--- src/rtl/rr_arbiter_hold.sv ---
// rr_arbiter_hold: N-way round-robin bus arbiter with grant hold (bus lock).
// A requester keeps the bus while it keeps requesting. If MAX_HOLD is
// nonzero, the hold is bounded whenever other masters are waiting.
// Grant, grant_id and grant_valid are registered together, so grant can
// drive the bus mux select directly.
// Optional feature: define RR_ARB_MASK_EN to add the req_mask input.
// Effective request = req & ~req_mask.
module rr_arbiter_hold #(
    parameter int N        = 4,
    parameter int MAX_HOLD = 8,
    parameter int IDW      = (N > 1) ? $clog2(N) : 1
) (
    input  logic           clk,
    input  logic           reset,
    input  logic [N-1:0]   req,
`ifdef RR_ARB_MASK_EN
    input  logic [N-1:0]   req_mask,
`endif
    output logic [N-1:0]   grant,
    output logic [IDW-1:0] grant_id,
    output logic           grant_valid,
    output logic           hold_expired
);

    // Hold counter is wide enough to reach MAX_HOLD. For unlimited hold it
    // only needs to saturate, so a single bit is enough.
    localparam int CW = (MAX_HOLD > 0) ? $clog2(MAX_HOLD + 1) : 1;
    localparam logic [CW-1:0] HOLD_SAT = (MAX_HOLD > 0) ? CW'(MAX_HOLD) : {CW{1'b1}};

    typedef enum logic {
        IDLE  = 1'b0,
        OWNED = 1'b1
    } state_t;

    state_t         state_q, state_d;
    logic [N-1:0]   grant_q, grant_d;
    logic [IDW-1:0] grant_id_q, grant_id_d;
    logic           grant_valid_q, grant_valid_d;
    logic           hold_expired_q, hold_expired_d;
    logic [IDW-1:0] ptr_q, ptr_d;
    logic [CW-1:0]  hold_cnt_q, hold_cnt_d;

    logic [N-1:0]   req_eff;
    logic [N-1:0]   arb_req;
    logic           owner_req;
    logic           others_req;
    logic           keep;
    logic           win_found;
    logic [IDW-1:0] win_idx;

`ifdef RR_ARB_MASK_EN
    assign req_eff = req & ~req_mask;
`else
    assign req_eff = req;
`endif

    assign owner_req  = |(req_eff & grant_q);
    assign others_req = |(req_eff & ~grant_q);

    // The current owner never takes part in arbitration.
    // - On release its request bit is already low.
    // - On expiry it must lose even though it is still requesting.
    // - In IDLE grant_q is zero, so the whole request vector competes.
    assign arb_req = req_eff & ~grant_q;

    // Find the first request at or after the pointer, wrapping modulo N.
    always_comb begin
        int idx;
        win_found = 1'b0;
        win_idx   = '0;
        idx       = 0;
        for (int k = 0; k < N; k++) begin
            idx = int'(ptr_q) + k;
            if (idx >= N) begin
                idx = idx - N;
            end
            if (!win_found && arb_req[IDW'(idx)]) begin
                win_found = 1'b1;
                win_idx   = IDW'(idx);
            end
        end
    end

    // Decide the next state: keep the owner, hand over, or go idle.
    always_comb begin
        state_d        = state_q;
        grant_d        = grant_q;
        grant_id_d     = grant_id_q;
        grant_valid_d  = grant_valid_q;
        hold_expired_d = 1'b0;
        ptr_d          = ptr_q;
        hold_cnt_d     = hold_cnt_q;

        keep = (state_q == OWNED) && owner_req &&
               ((MAX_HOLD == 0) || (hold_cnt_q < HOLD_SAT) || !others_req);

        if (keep) begin
            if (hold_cnt_q != HOLD_SAT) begin
                hold_cnt_d = hold_cnt_q + 1'b1;
            end
        end else if (win_found) begin
            state_d          = OWNED;
            grant_d          = '0;
            grant_d[win_idx] = 1'b1;
            grant_id_d       = win_idx;
            grant_valid_d    = 1'b1;
            hold_cnt_d       = CW'(1);
            ptr_d            = (win_idx == IDW'(N - 1)) ? '0 : win_idx + 1'b1;
            // If the owner is still requesting and loses anyway, its hold ran out.
            hold_expired_d   = (state_q == OWNED) && owner_req;
        end else begin
            state_d       = IDLE;
            grant_d       = '0;
            grant_id_d    = '0;
            grant_valid_d = 1'b0;
            hold_cnt_d    = '0;
        end
    end

    // State and output registers; reset wins over everything, including an active hold.
    always_ff @(posedge clk) begin
        if (reset) begin
            state_q        <= IDLE;
            grant_q        <= '0;
            grant_id_q     <= '0;
            grant_valid_q  <= 1'b0;
            hold_expired_q <= 1'b0;
            ptr_q          <= '0;
            hold_cnt_q     <= '0;
        end else begin
            state_q        <= state_d;
            grant_q        <= grant_d;
            grant_id_q     <= grant_id_d;
            grant_valid_q  <= grant_valid_d;
            hold_expired_q <= hold_expired_d;
            ptr_q          <= ptr_d;
            hold_cnt_q     <= hold_cnt_d;
        end
    end

    assign grant        = grant_q;
    assign grant_id     = grant_id_q;
    assign grant_valid  = grant_valid_q;
    assign hold_expired = hold_expired_q;

endmodule

--- config.mk ---
export PLATFORM = sky130hd
export DESIGN_NAME = rr_arbiter_hold
export DESIGN_NICKNAME = d
export VERILOG_FILES = /design/src/rtl/rr_arbiter_hold.sv
export SDC_FILE = /design/constraint.sdc
export NUM_CORES = 1
export LEC_CHECK = 0
export BUFFER_PORTS_ARGS = -buffer_cell sky130_fd_sc_hd__buf_2
export CAP_MARGIN = 20
export CORE_MARGIN = 4
export CORE_UTILIZATION = 39
export DETAILED_ROUTE_END_ITERATION = 8
export GPL_TIMING_DRIVEN = 0
export PLACE_DENSITY = 0.58
export SLEW_MARGIN = 20
export SYNTH_ARGS = -nofsm -noshare
export SYNTH_HDL_FRONTEND = slang
export SYNTH_SLANG_ARGS = --single-unit
--- constraint.sdc ---
create_clock -name clk -period 1.8 [get_ports clk]
set_input_delay 0 -clock clk [delete_from_list [all_inputs] [get_ports clk]]
set_output_delay 0 -clock clk [all_outputs]
set_load 0.05 [all_outputs]
; ---- Word level (Yosys, flattened, before mapping)
; Index checks and enable logic that the tools add are counted.
[totals]
regBits = 14
out_inout_bits = 8
in_bits = 6
word_cells = 82
[classes]
addsub = 9
eq_ne = 3
order_cmp = 11
muxes = 33
bitwise_logic = 5
n_reduce_logical = 15
[ops]
columns = op, n
row1 = 2-bit two-way mux, 10
row2 = "2-bit by 4-bit less-than comparator with 1-bit output, second input constant", 4
row3 = 1-bit two-way mux, 15
row4 = 4-bit two-way mux, 3
row5 = "3-bit greater-or-equal comparator, second input constant", 3
row6 = 4-bit bitwise AND, 2
row7 = 1-bit binary-select mux with 2-bit select, 4
row8 = 4-bit OR reduction, 2
row9 = "2-bit by 1-bit subtractor with 2-bit output, second input constant", 4
row10 = "2-bit by 2-bit adder with 3-bit output, second input constant", 2
row11 = 1-bit logical AND, 6
row12 = "4-bit by 1-bit adder with 4-bit output, second input constant", 1
row13 = 1-bit logical NOT, 4
row14 = "4-bit less-than comparator, second input constant", 1
row15 = "4-bit inequality test, second input constant", 1
row16 = 4-bit NOT, 1
row17 = "2-bit by 1-bit adder with 3-bit output, second input constant", 1
row18 = "2-bit by 3-bit greater-or-equal comparator with 1-bit output, second input constant", 1
row19 = "2-bit by 3-bit less-than comparator with 1-bit output, second input constant", 1
row20 = 3-bit OR reduction, 1
row21 = "2-bit by 1-bit adder with 2-bit output, second input constant", 1
row22 = 1-bit demux with 2-bit select, 1
row23 = "2-bit == test, second input constant", 1
row24 = "2-bit by 1-bit greater-or-equal comparator with 1-bit output, second input constant", 1
row25 = 4 further kinds, 5

; ---- Longest topological paths before layout
; Gate-level depths: netlist of run 1.
[logic_depth]
word_depth = 20
mapped_depth = 7
mapped_depth_nobuf = 7

; ---- Worst setup path before layout of run 1
; Ideal clock, no wire load.
[synth_timing]
kind = register to register
start = reg grant_q[1] (netlist: grant[1])
end = reg ptr_q[1]
period_less_slack_ns = 1.898
n_path_buf = 0
path_slack_ns = -0.098
required_ns = 1.682
arrival_ns = 1.779
path_stages_with_launch = 7
setup_ns = 0.118
cell_sequence = dfxtp_1 > nor2b_2 > or3_1 > and3_1 > ha_1 > nand2_1 > mux2i_1
[synth_via]
elab_chain_cells = 17
word_cells_on_any_way = 40
classes_between = add/sub (1) / eq/ne (1) / mux (21) / bitwise (4) / reduce/logical (13)
[synth_lines]
columns = element, line_no
row1 = from (decl), 36  ; logic [N-1:0] grant_q, grant_d;
row2 = from (signal assigned), 132  ; grant_q <= grant_d;
row3 = 4-bit NOT, "58, 64"
row4 = 4-bit bitwise AND, "58, 64"
row5 = 1-bit binary-select mux with 2-bit select, 77  ; if (!win_found && arb_req[IDW'(idx)]) begin
row6 = 1-bit two-way mux (not written as such) (2 in a row), 77
row7 = 1-bit two-way mux, 77
row8 = 1-bit logical NOT, 77
row9 = 1-bit logical AND, 77
row10 = 1-bit two-way mux, 77
row11 = 1-bit logical NOT, 77
row12 = 1-bit logical AND, 77
row13 = 1-bit two-way mux, 77
row14 = 1-bit logical NOT, 77
row15 = 1-bit logical AND, 77
row16 = 2-bit two-way mux, 77
row17 = 2-bit by 1-bit adder with 2-bit output / 2-bit == test (equally long branches), 108  ; ptr_d = (win_idx == IDW'(N - 1)) ? '0 : win_idx + 1'b1;
row18 = 2-bit two-way mux, 108
row19 = to (signal assigned), 136  ; ptr_q <= ptr_d;
row20 = to (decl), 40  ; logic [IDW-1:0] ptr_q, ptr_d;
; Parallel ways exist; a longest one is shown, timed or not. The select of a mux whose other input is x is not followed.
; A chain may end at the register's enable or synchronous reset.

; ---- Final worst setup path of run 1
[layout_timing]
start = reg grant_q[2] (netlist: grant[2])
end = reg grant_q[2] (netlist: grant[2])
[layout_via]
elab_chain_cells = 20
word_cells_on_any_way = 41
classes_between = order compare (2) / mux (23) / bitwise (3) / reduce/logical (13)
[layout_lines]
columns = element, line_no
row1 = 4-bit NOT, "58, 64"
row2 = 4-bit bitwise AND, "58, 64"
row3 = 1-bit binary-select mux with 2-bit select, 77
row4 = 1-bit two-way mux (not written as such) (2 in a row), 77
row5 = 1-bit two-way mux, 77
row6 = 1-bit logical NOT, 77
row7 = 1-bit logical AND, 77
row8 = 1-bit two-way mux, 77
row9 = [3 not listed], n/a
row10 = 1-bit logical NOT, 77
row11 = 1-bit logical AND, 77
row12 = 2-bit two-way mux, 77
row13 = 2-bit by 3-bit less-than comparator with 1-bit output (not written as such) / 2-bit by 1-bit greater-or-equal comparator with 1-bit output (equally long branches), 104  ; grant_d[win_idx] = 1'b1;
row14 = 1-bit logical AND (not written as such), 104
row15 = 1-bit two-way mux (not written as such), 104
row16 = 1-bit demux with 2-bit select, 104
row17 = 4-bit two-way mux, 101  ; end else if (win_found) begin
; Parallel ways exist; a longest one is shown, timed or not. The select of a mux whose other input is x is not followed.

==> results of run 1 <==
-- layer usage --
metal  routed length (um)  part of all wire [%]  GRT usage (%)  up-vias
li1                     -                     -              -      378
met5                    0                     0              0        -
met4                   32                   1.7          7.469        0
met1                  885                    48          18.46      341
met2                  872                    47          25.30       16
met3                   61                   3.3          2.452        4
-- logic make-up (layout without fill, tap and decap cells) --
group / Yosys count / after routing / share of synthesized area, %
buffers and inverters: 8 / 24 / 4.465
AOI/OAI and AO/OA: 21 / 21 / 19.35
muxes: 2 / 2 / 2.381
and+or+nand+nor: 44 / 44 / 29.47
DFF: 14 / 14 / 33.33
xor gates and xnor gates: 2 / 2 / 2.084
adders and majority gates: 6 / 6 / 8.928
-- stage by stage --
| step | cells | util, % | cell area [um2] | power [uW] | worst slack (ns) |
|---|---|---|---|---|---|
| after floorplan | 97 | - | 844.6 | 889.3 | 0.02878 |
| after global placement | 136 | 46.88 | 938.4 | 1005 | 0.2330 |
| after detailed placement | 136 | 46.88 | 938.4 | 1019 | 0.1807 |
| after CTS | 140 | 48.69 | 974.7 | 1254 | 0.1634 |
| after global routing | 140 | 49.00 | 980.9 | 1347 | 0.02650 |
| final | 140 | 49.00 | 980.9 | 1247 | 0.1706 |
-- power by group through the flow --
stage	combinational, uW	clock [uW]	sequential [uW]
floorplan	315	0	574
global placement	559	0	446
detailed placement	570	0	449
CTS	572	239	442
global route	640	251	457
finish	572	229	446
-- final cells by class --
| cell class | instances | area [um2] |
|---|---|---|
| clock buffer | 4 | 36.28 |
| buffer | 3 | 18.77 |
| multi-input combinational | 75 | 529.3 |
| fill | 212 | 1021 |
| inverter | 5 | 18.77 |
| sequential | 14 | 284.0 |
| tap | 27 | 33.78 |
| timing repair buffer | 12 | 60.06 |
-- cell usage after synthesis (2+ instances only) --
cell type,instances
nor2b_2,2
ha_1,6
nand2_1,8
dfxtp_1,14
a21oi_1,9
nand3_1,11
o21ai_0,3
and3_1,2
nor2_1,4
nor2b_1,4
inv_1,5
nand2b_1,3
mux2i_1,2
clkbuf_1,2
-- what timing repair did --
| action | 4_1_cts | 5_1_grt |
|---|---|---|
| gates resized for setup | 0 | 1 |
| setup endpoints to repair | 0 | 1 |
| hold buffers | 0 | 0 |
-- path summary, 6_finish.rpt --
check	slack [ns]	to	cells past startpoint	startpoint
max reg2reg	0.17	grant[2]$_SDFFE_PP0N_	7	grant[2]$_SDFFE_PP0N_
min	0.12	grant[0]$_SDFFE_PP0N_	2	reset
max	0.17	grant[2]$_SDFFE_PP0N_	7	grant[2]$_SDFFE_PP0N_
min reg2reg	0.50	grant_id[1]$_SDFFE_PP0N_	2	grant_id[1]$_SDFFE_PP0N_
-- flip-flops by register name (all words and copies together), names as in the netlist --
| name | flops |
|---|---|
| hold_expired | 1 |
| ptr_q | 2 |
| grant_id | 2 |
| grant_valid | 1 |
| hold_cnt_q | 4 |
| grant | 4 |
==> results.json, run 1 <==
{
  "p_switching_uw": 552.6,
  "synthesis.nets": 109,
  "crit_type": "flip-flop to flip-flop",
  "synth_top_area_share_pct": 33.33,
  "cp-start-kind": "flip-flop",
  "crit_path_end_kind": "flip-flop",
  "grt_pass1_vias": 712,
  "fmax_mhz": 613.7,
  "grt_pass1_wl_um": 3167,
  "routedWlPerCell_um": 13.23,
  "yosys_warnings": 0,
  "routed_wl_um": 1852,
  "n_antenna_cell": 0,
  "drcViolationCount": 0,
  "root_buffer": "clkbuf_4",
  "yosysSeqAreaShare_pct": 33.33,
  "fp.dieH_um": 54.43,
  "cap_violations": 0,
  "power_frac_seq_pct": 35.7,
  "first_iter_violations": 11,
  "synth_edf_count": 0,
  "synth_cells": 97,
  "clkSinkCount": 14,
  "dr.pass1.iters": 4,
  "max_stage_delay_ns": 0.35,
  "ir_drop_uv": 517.3,
  "yosys-top-cells-area": "dfxtp_1 (33%), ha_1 (8.9%), nand3_1 (6.5%)",
  "setup-violations-final": 0,
  "cts_max_path_buffers": 2,
  "numCtsBuffers": 3,
  "mostFrequentLayoutCell": "buf_2",
  "slew_violations": 0,
  "overflow": 0,
  "yosys.area.top_type": "dfxtp_1",
  "fin_skew_ns": 0.008583,
  "cp_data_arrival_time_ns": 1.84,
  "grt_max_degree": 10,
  "p_per_area_nw_per_um2": 1271,
  "grt.total_usage_pct": 15.08,
  "rows": 16,
  "drive_gt1_share_pct": 25.66,
  "cts_tree": "built",
  "hold_viol_final": 0,
  "intPower_uw": 694.1,
  "areaGrowthSynthToFinish_pct": 16.67,
  "drtAntennaViolNets": 0,
  "worstPathRequired_ns": 2.01,
  "crit_fanout": 5,
  "rsz0062_at_grt": "false",
  "synth_cell_types": 36,
  "floorplan.initialDensity_pct": 42.00,
  "place_hpwl_um": 1418,
  "num_vias": 739,
  "hp-class": "input port to flip-flop",
  "syn_area_um2": 840.8,
  "crit_buf_inv": 1,
  "min_period_over_period_pct": 90.52,
  "ioPinCount": 14,
  "avgViaCountPerCell": 5.279,
  "path_cells": "nand2b_1 -> or3_1 -> and3_1 -> inv_1 -> ha_1 -> nand3_1 -> a21oi_1",
  "dieArea_um2": 2963,
  "h-tree-depth": 1,
  "yosys_register_bits": 14,
  "layout_common_cells": "buf_2 (12), nand3_1 (11), dfxtp_1 (11)",
  "clkPwrFrac_pct": 18.4,
  "place.gp.congestion": 0.7559,
  "clock_latency_ns": 0.28,
  "worstMarginPinSlew_ns": 0.5388,
  "core_area_um2": 2002,
  "max-slew-margin-rel_pct": 63.96,
  "nets": 126,
  "synthArstFlopShare_pct": 0,
  "fin_setup_tns_ns": 0,
  "clk_pin_slew_ns": 0.09,
  "p_sw_share_pct": 44.33,
  "critPathTopFamily": "simple AND/OR/NAND/NOR gates",
  "worst_hold_slack_ns": 0.1180,
  "io_buffers": 12,
  "period_minus_slack_ns": 1.629,
  "p_leak_uw": 0.0004419,
  "die_width_um": 54.43,
  "status": "complete, no violations",
  "combPwrFrac_pct": 45.9,
  "synthFlopType": "dfxtp_1",
  "antenna_found_initial": 0,
  "postCtsSetupRepairBufs": 0,
  "postSynthAreaPerCell_um2": 8.668,
  "crit_slowest_cell": "dfxtp_1"
}
Note: power is estimated with default switching activity, not from simulation.
==> run 2, diff against run 1 <==
PLACE_DENSITY = 0.65   (was 0.58)
==> results.json, run 2 (synthesized netlist as in run 1, its figures left out) <==
{
  "nets": 126,
  "reg2regPathDepth": 7,
  "combPwrFrac_pct": 47.6,
  "fin_setup_tns_ns": 0,
  "io_buffers": 12,
  "ir_drop_uv": 684.3,
  "h-tree-depth": 1,
  "p_switching_uw": 547.8,
  "place.gp.congestion": 0.7541,
  "grt.total_usage_pct": 14.05,
  "drcViolationCount": 0,
  "worstMarginPinSlew_ns": 0.5562,
  "max-slew-margin-rel_pct": 62.80,
  "areaGrowthSynthToFinish_pct": 14.58,
  "slew_violations": 0,
  "period_minus_slack_ns": 1.673,
  "fillers": 198,
  "hold_viol_final": 0,
  "power_frac_seq_pct": 37.4,
  "status": "complete, no violations",
  "grt_pass1_vias": 654,
  "cts_tree": "built",
  "fmax_mhz": 597.6,
  "avgViaCountPerCell": 5.540,
  "routedWlPerCell_um": 13.31,
  "root_buffer": "clkbuf_4",
  "n_antenna_cell": 0,
  "final_util_pct": 48.13,
  "dr.pass1.iters": 4,
  "postCtsSetupRepairBufs": 0,
  "floorplan.initialDensity_pct": 42.00,
  "rsz0062_at_grt": "false",
  "max_stage_delay_ns": 0.37,
  "numCtsBuffers": 3,
  "hp-class": "input port to flip-flop",
  "p_leak_uw": 0.0004338,
  "clk_pin_slew_ns": 0.09,
  "cp_data_arrival_time_ns": 1.88,
  "ioPinCount": 14,
  "p_per_area_nw_per_um2": 1239,
  "rows": 16,
  "core_area_um2": 2002,
  "fin_skew_ns": 0.008765,
  "clkPwrFrac_pct": 14.9,
  "worst_hold_slack_ns": 0.1089,
  "mostFrequentLayoutCell": "buf_2",
  "r2r-start": "grant[2]$_SDFFE_PP0N_",
  "cap_violations": 0,
  "grt_pass1_wl_um": 2939,
  "crit_slowest_cell": "dfxtp_1",
  "num_vias": 770,
  "first_iter_violations": 26,
  "place_hpwl_um": 1369,
  "routed_wl_um": 1850,
  "setup-violations-final": 0,
  "p_sw_share_pct": 45.91,
  "crit_fanout": 5,
  "overflow": 0,
  "drtAntennaViolNets": 0,
  "fp.dieH_um": 54.43,
  "min_period_over_period_pct": 92.96,
  "worstPathRequired_ns": 2.01,
  "crit_path_end_kind": "flip-flop",
  "cts_max_path_buffers": 2,
  "grt_max_degree": 10,
  "hold_depth": 2,
  "cp-startpoint": "grant[2]$_SDFFE_PP0N_",
  "antenna_found_initial": 0,
  "dieArea_um2": 2963,
  "clock_latency_ns": 0.28,
  "cp-start-kind": "flip-flop",
  "crit_end": "grant[0]$_SDFFE_PP0N_",
  "path_cells": "nand2b_1 -> or3_1 -> and3_1 -> inv_1 -> ha_1 -> nand3_1 -> a21oi_1",
  "layout_common_cells": "buf_2 (12), nand3_1 (11), dfxtp_1 (11)",
  "r2r-end": "grant[0]$_SDFFE_PP0N_",
  "r2r_slack_ns": 0.13,
  "intPower_uw": 645.5,
  "drive_gt1_share_pct": 25.00,
  "crit_type": "flip-flop to flip-flop",
  "die_width_um": 54.43,
  "clkSinkCount": 14
}
[run 2: cell count changes in the layout (fill, tap and decap cells not counted), sizes merged]
cell	previous run	this run
clkbuf	6	5
[run 2: per-stage QoR]
stage,std cells,area [um2],worst slack (ns),power (uW)
5_1_grt,139,963.4,0.01346,1276
3_3_place_gp,136,938.4,0.2303,1001
4_1_cts,139,960.9,0.1431,1198
2_1_floorplan,97,844.6,0.02878,889.3
3_5_place_dp,136,938.4,0.1716,1018
6_report,139,963.4,0.1267,1193
[run 2: cell type report]
class                   instances  area (um2)  share of cell area (%)
inverters                       5       18.77                   1.948
clock buffers                   3       22.52                   2.338
repair buffers                 12       60.06                   6.234
flip-flops and latches         14       284.0                   29.48
multi-input cells              75       525.5                   54.55
plain buffers                   3       18.77                   1.948
well taps                      27       33.78                   3.506
[run 2: what timing repair did]
item                                    CTS  global route
hold buffers                              0             0
resized for setup                         0             1
endpoints found under the setup margin    0             1
[run 2: critical path: cells and delay by family, from the launching register on]
family                   cells  cell delay, ns
AO/OA/AOI/OAI                1            0.17
flip-flops                   1            0.37
adder cells (fa/ha/maj)      1            0.16
buffers and inverters        1            0.12
AND/OR/NAND/NOR              4            0.78
[run 2: how the worst min path moves through the flow]
stage	from	slack, ns	to
after floorplan	reset	0.32	grant[0]$_SDFFE_PP0N_
after global placement	reset	0.40	grant[3]$_SDFFE_PP0N_
after detailed placement	reset	0.41	grant[1]$_SDFFE_PP0N_
after CTS	reset	0.11	grant[2]$_SDFFE_PP0N_
after global routing	reset	0.14	grant[2]$_SDFFE_PP0N_
final	reset	0.11	grant[1]$_SDFFE_PP0N_
[run 2: metal layers]
layer / wire (um) / global-route usage, % / up-vias / share of wire (%)
met5: 0 / 0 / - / 0
met4: 19 / 4.979 / 0 / 1.0
met3: 130 / 4.905 / 2 / 7.0
met2: 811 / 21.51 / 26 / 44
met1: 888 / 18.12 / 366 / 48
li1: - / - / 376 / -
[run 2: power by group through the flow]
stage | clock network, uW | logic [uW] | registers [uW]
floorplan | 0 | 315 | 574
global placement | 0 | 556 | 446
detailed placement | 0 | 565 | 452
CTS | 184 | 569 | 444
global route | 196 | 624 | 455
finish | 178 | 569 | 446
==> run 3, diff against run 2 <==
PLACE_DENSITY = default   (was 0.65)
PLACE_DENSITY_LB_ADDON = 0.3   (was default)
==> results.json, run 3 (synthesized netlist as in run 1, its figures left out) <==
{
  "n_antenna_cell": 0,
  "numCtsBuffers": 3,
  "routedWlPerCell_um": 12.56,
  "grt_pass1_vias": 655,
  "rsz0062_at_grt": "false",
  "cp_data_arrival_time_ns": 1.84,
  "place_hpwl_um": 1350,
  "antenna_found_initial": 0,
  "postCtsSetupRepairBufs": 0,
  "place.gp.congestion": 0.7404,
  "clkPwrFrac_pct": 18.1,
  "drive_gt1_share_pct": 24.78,
  "clock_latency_ns": 0.28,
  "core_area_um2": 2002,
  "setup-violations-final": 0,
  "intPower_uw": 688.9,
  "p_sw_share_pct": 43.77,
  "hold_depth": 2,
  "areaGrowthSynthToFinish_pct": 15.92,
  "cts_tree": "built",
  "crit_path_end_kind": "flip-flop",
  "clk_pin_slew_ns": 0.09,
  "worstMarginPinSlew_ns": 0.5435,
  "period_minus_slack_ns": 1.633,
  "fp.dieH_um": 54.43,
  "fmax_mhz": 612.4,
  "layout_common_cells": "buf_2 (12), nand3_1 (11), dfxtp_1 (11)",
  "clkSinkCount": 14,
  "io_buffers": 12,
  "combPwrFrac_pct": 45.8,
  "root_buffer": "clkbuf_4",
  "mostFrequentLayoutCell": "buf_2",
  "r2r-start": "ptr_q[0]$_SDFFE_PP0P_",
  "ir_drop_uv": 617.2,
  "drtAntennaViolNets": 0,
  "fin_setup_tns_ns": 0,
  "worstPathRequired_ns": 2.01,
  "grt.total_usage_pct": 14.23,
  "h-tree-depth": 1,
  "r2r_slack_ns": 0.17,
  "worst_hold_slack_ns": 0.1253,
  "power_frac_seq_pct": 36.1,
  "dieArea_um2": 2963,
  "fin_skew_ns": 0.006863,
  "grt_max_degree": 10,
  "cts_resized": 0,
  "num_vias": 732,
  "cp-start-kind": "flip-flop",
  "r2r-end": "grant[0]$_SDFFE_PP0N_",
  "crit_fanout": 4,
  "drcViolationCount": 0,
  "dr.pass1.iters": 4,
  "routed_wl_um": 1759,
  "overflow": 0,
  "cts_hold_buf": 0,
  "reg2regPathDepth": 7,
  "min_period_over_period_pct": 90.71,
  "slew_violations": 0,
  "status": "complete, no violations",
  "ioPinCount": 14,
  "floorplan.initialDensity_pct": 42.00,
  "cts_max_path_buffers": 2,
  "die_width_um": 54.43,
  "avgViaCountPerCell": 5.229,
  "p_switching_uw": 536.2,
  "p_leak_uw": 0.0004399,
  "min_to": "grant[1]$_SDFFE_PP0N_",
  "rows": 16,
  "crit_type": "flip-flop to flip-flop",
  "hp-start": "reset",
  "first_iter_violations": 30,
  "nets": 126,
  "hp-class": "input port to flip-flop",
  "hold_viol_final": 0,
  "max-slew-margin-rel_pct": 63.64,
  "p_per_area_nw_per_um2": 1257,
  "grt_pass1_wl_um": 2967,
  "cap_violations": 0
}
run 3: cell count changes in the layout (fill, tap and decap cells not counted):
cell | previous run | this run
nor2b_1 | 3 | 4
clkbuf_8 | 0 | 1
nor2b_2 | 3 | 2
run 3: power groups by stage:
stage	Sequential, uW	Clock [uW]	Combinational (uW)
2_1_floorplan	574	0	315
3_3_place_gp	446	0	556
3_5_place_dp	449	0	562
4_1_cts	442	230	565
5_1_grt	452	245	625
6_report	443	221	561
run 3: layout make-up:
cell class / instances / area, um2
Buffer: 3 / 18.77
Clock buffer: 4 / 36.28
Fill cell: 207 / 1027
Inverter: 5 / 18.77
Multi-Input combinational cell: 75 / 523.0
Sequential cell: 14 / 284.0
Tap cell: 27 / 33.78
Timing Repair Buffer: 12 / 60.06
run 3: worst max-delay path, cell delays in order (launching register included):
cell and delay, ns:
dfxtp_1 0.34, nor4b_1 0.42, a31oi_1 0.08, and3_1 0.24, inv_1 0.12, ha_1 0.15, nand3_1 0.06, a21oi_1 0.15
run 3: per-stage QoR:
stage	utilization [%]	area [um2]	instances	setup slack [ns]	power (uW)
3_5_place_dp	46.88	938.4	136	0.2069	1011
6_report	48.69	974.7	140	0.1672	1225
2_1_floorplan	-	844.6	97	0.02878	889.3
5_1_grt	48.69	974.7	140	0.01411	1321
3_3_place_gp	46.88	938.4	136	0.2262	1002
4_1_cts	48.69	974.7	140	0.1808	1238
run 3: worst max-delay path by stage:
stage / startpoint / end / slack, ns
after floorplan: grant[2]$_SDFFE_PP0N_ / grant[0]$_SDFFE_PP0N_ / 0.03
after global placement: grant[2]$_SDFFE_PP0N_ / ptr_q[1]$_SDFFE_PP0P_ / 0.23
after detailed placement: grant[0]$_SDFFE_PP0N_ / grant[2]$_SDFFE_PP0N_ / 0.21
after CTS: ptr_q[0]$_SDFFE_PP0P_ / grant[2]$_SDFFE_PP0N_ / 0.18
after global routing: grant[2]$_SDFFE_PP0N_ / grant[0]$_SDFFE_PP0N_ / 0.01
final: ptr_q[0]$_SDFFE_PP0P_ / grant[0]$_SDFFE_PP0N_ / 0.17
run 3: metal layers:
metal | routed length, um | part of all wire, % | global-route usage, %
met3 | 119 | 6.8 | 2.452
met2 | 773 | 44 | 23.51
met1 | 834 | 47 | 17.49
met4 | 32 | 1.8 | 7.469
met5 | 0 | 0 | 0
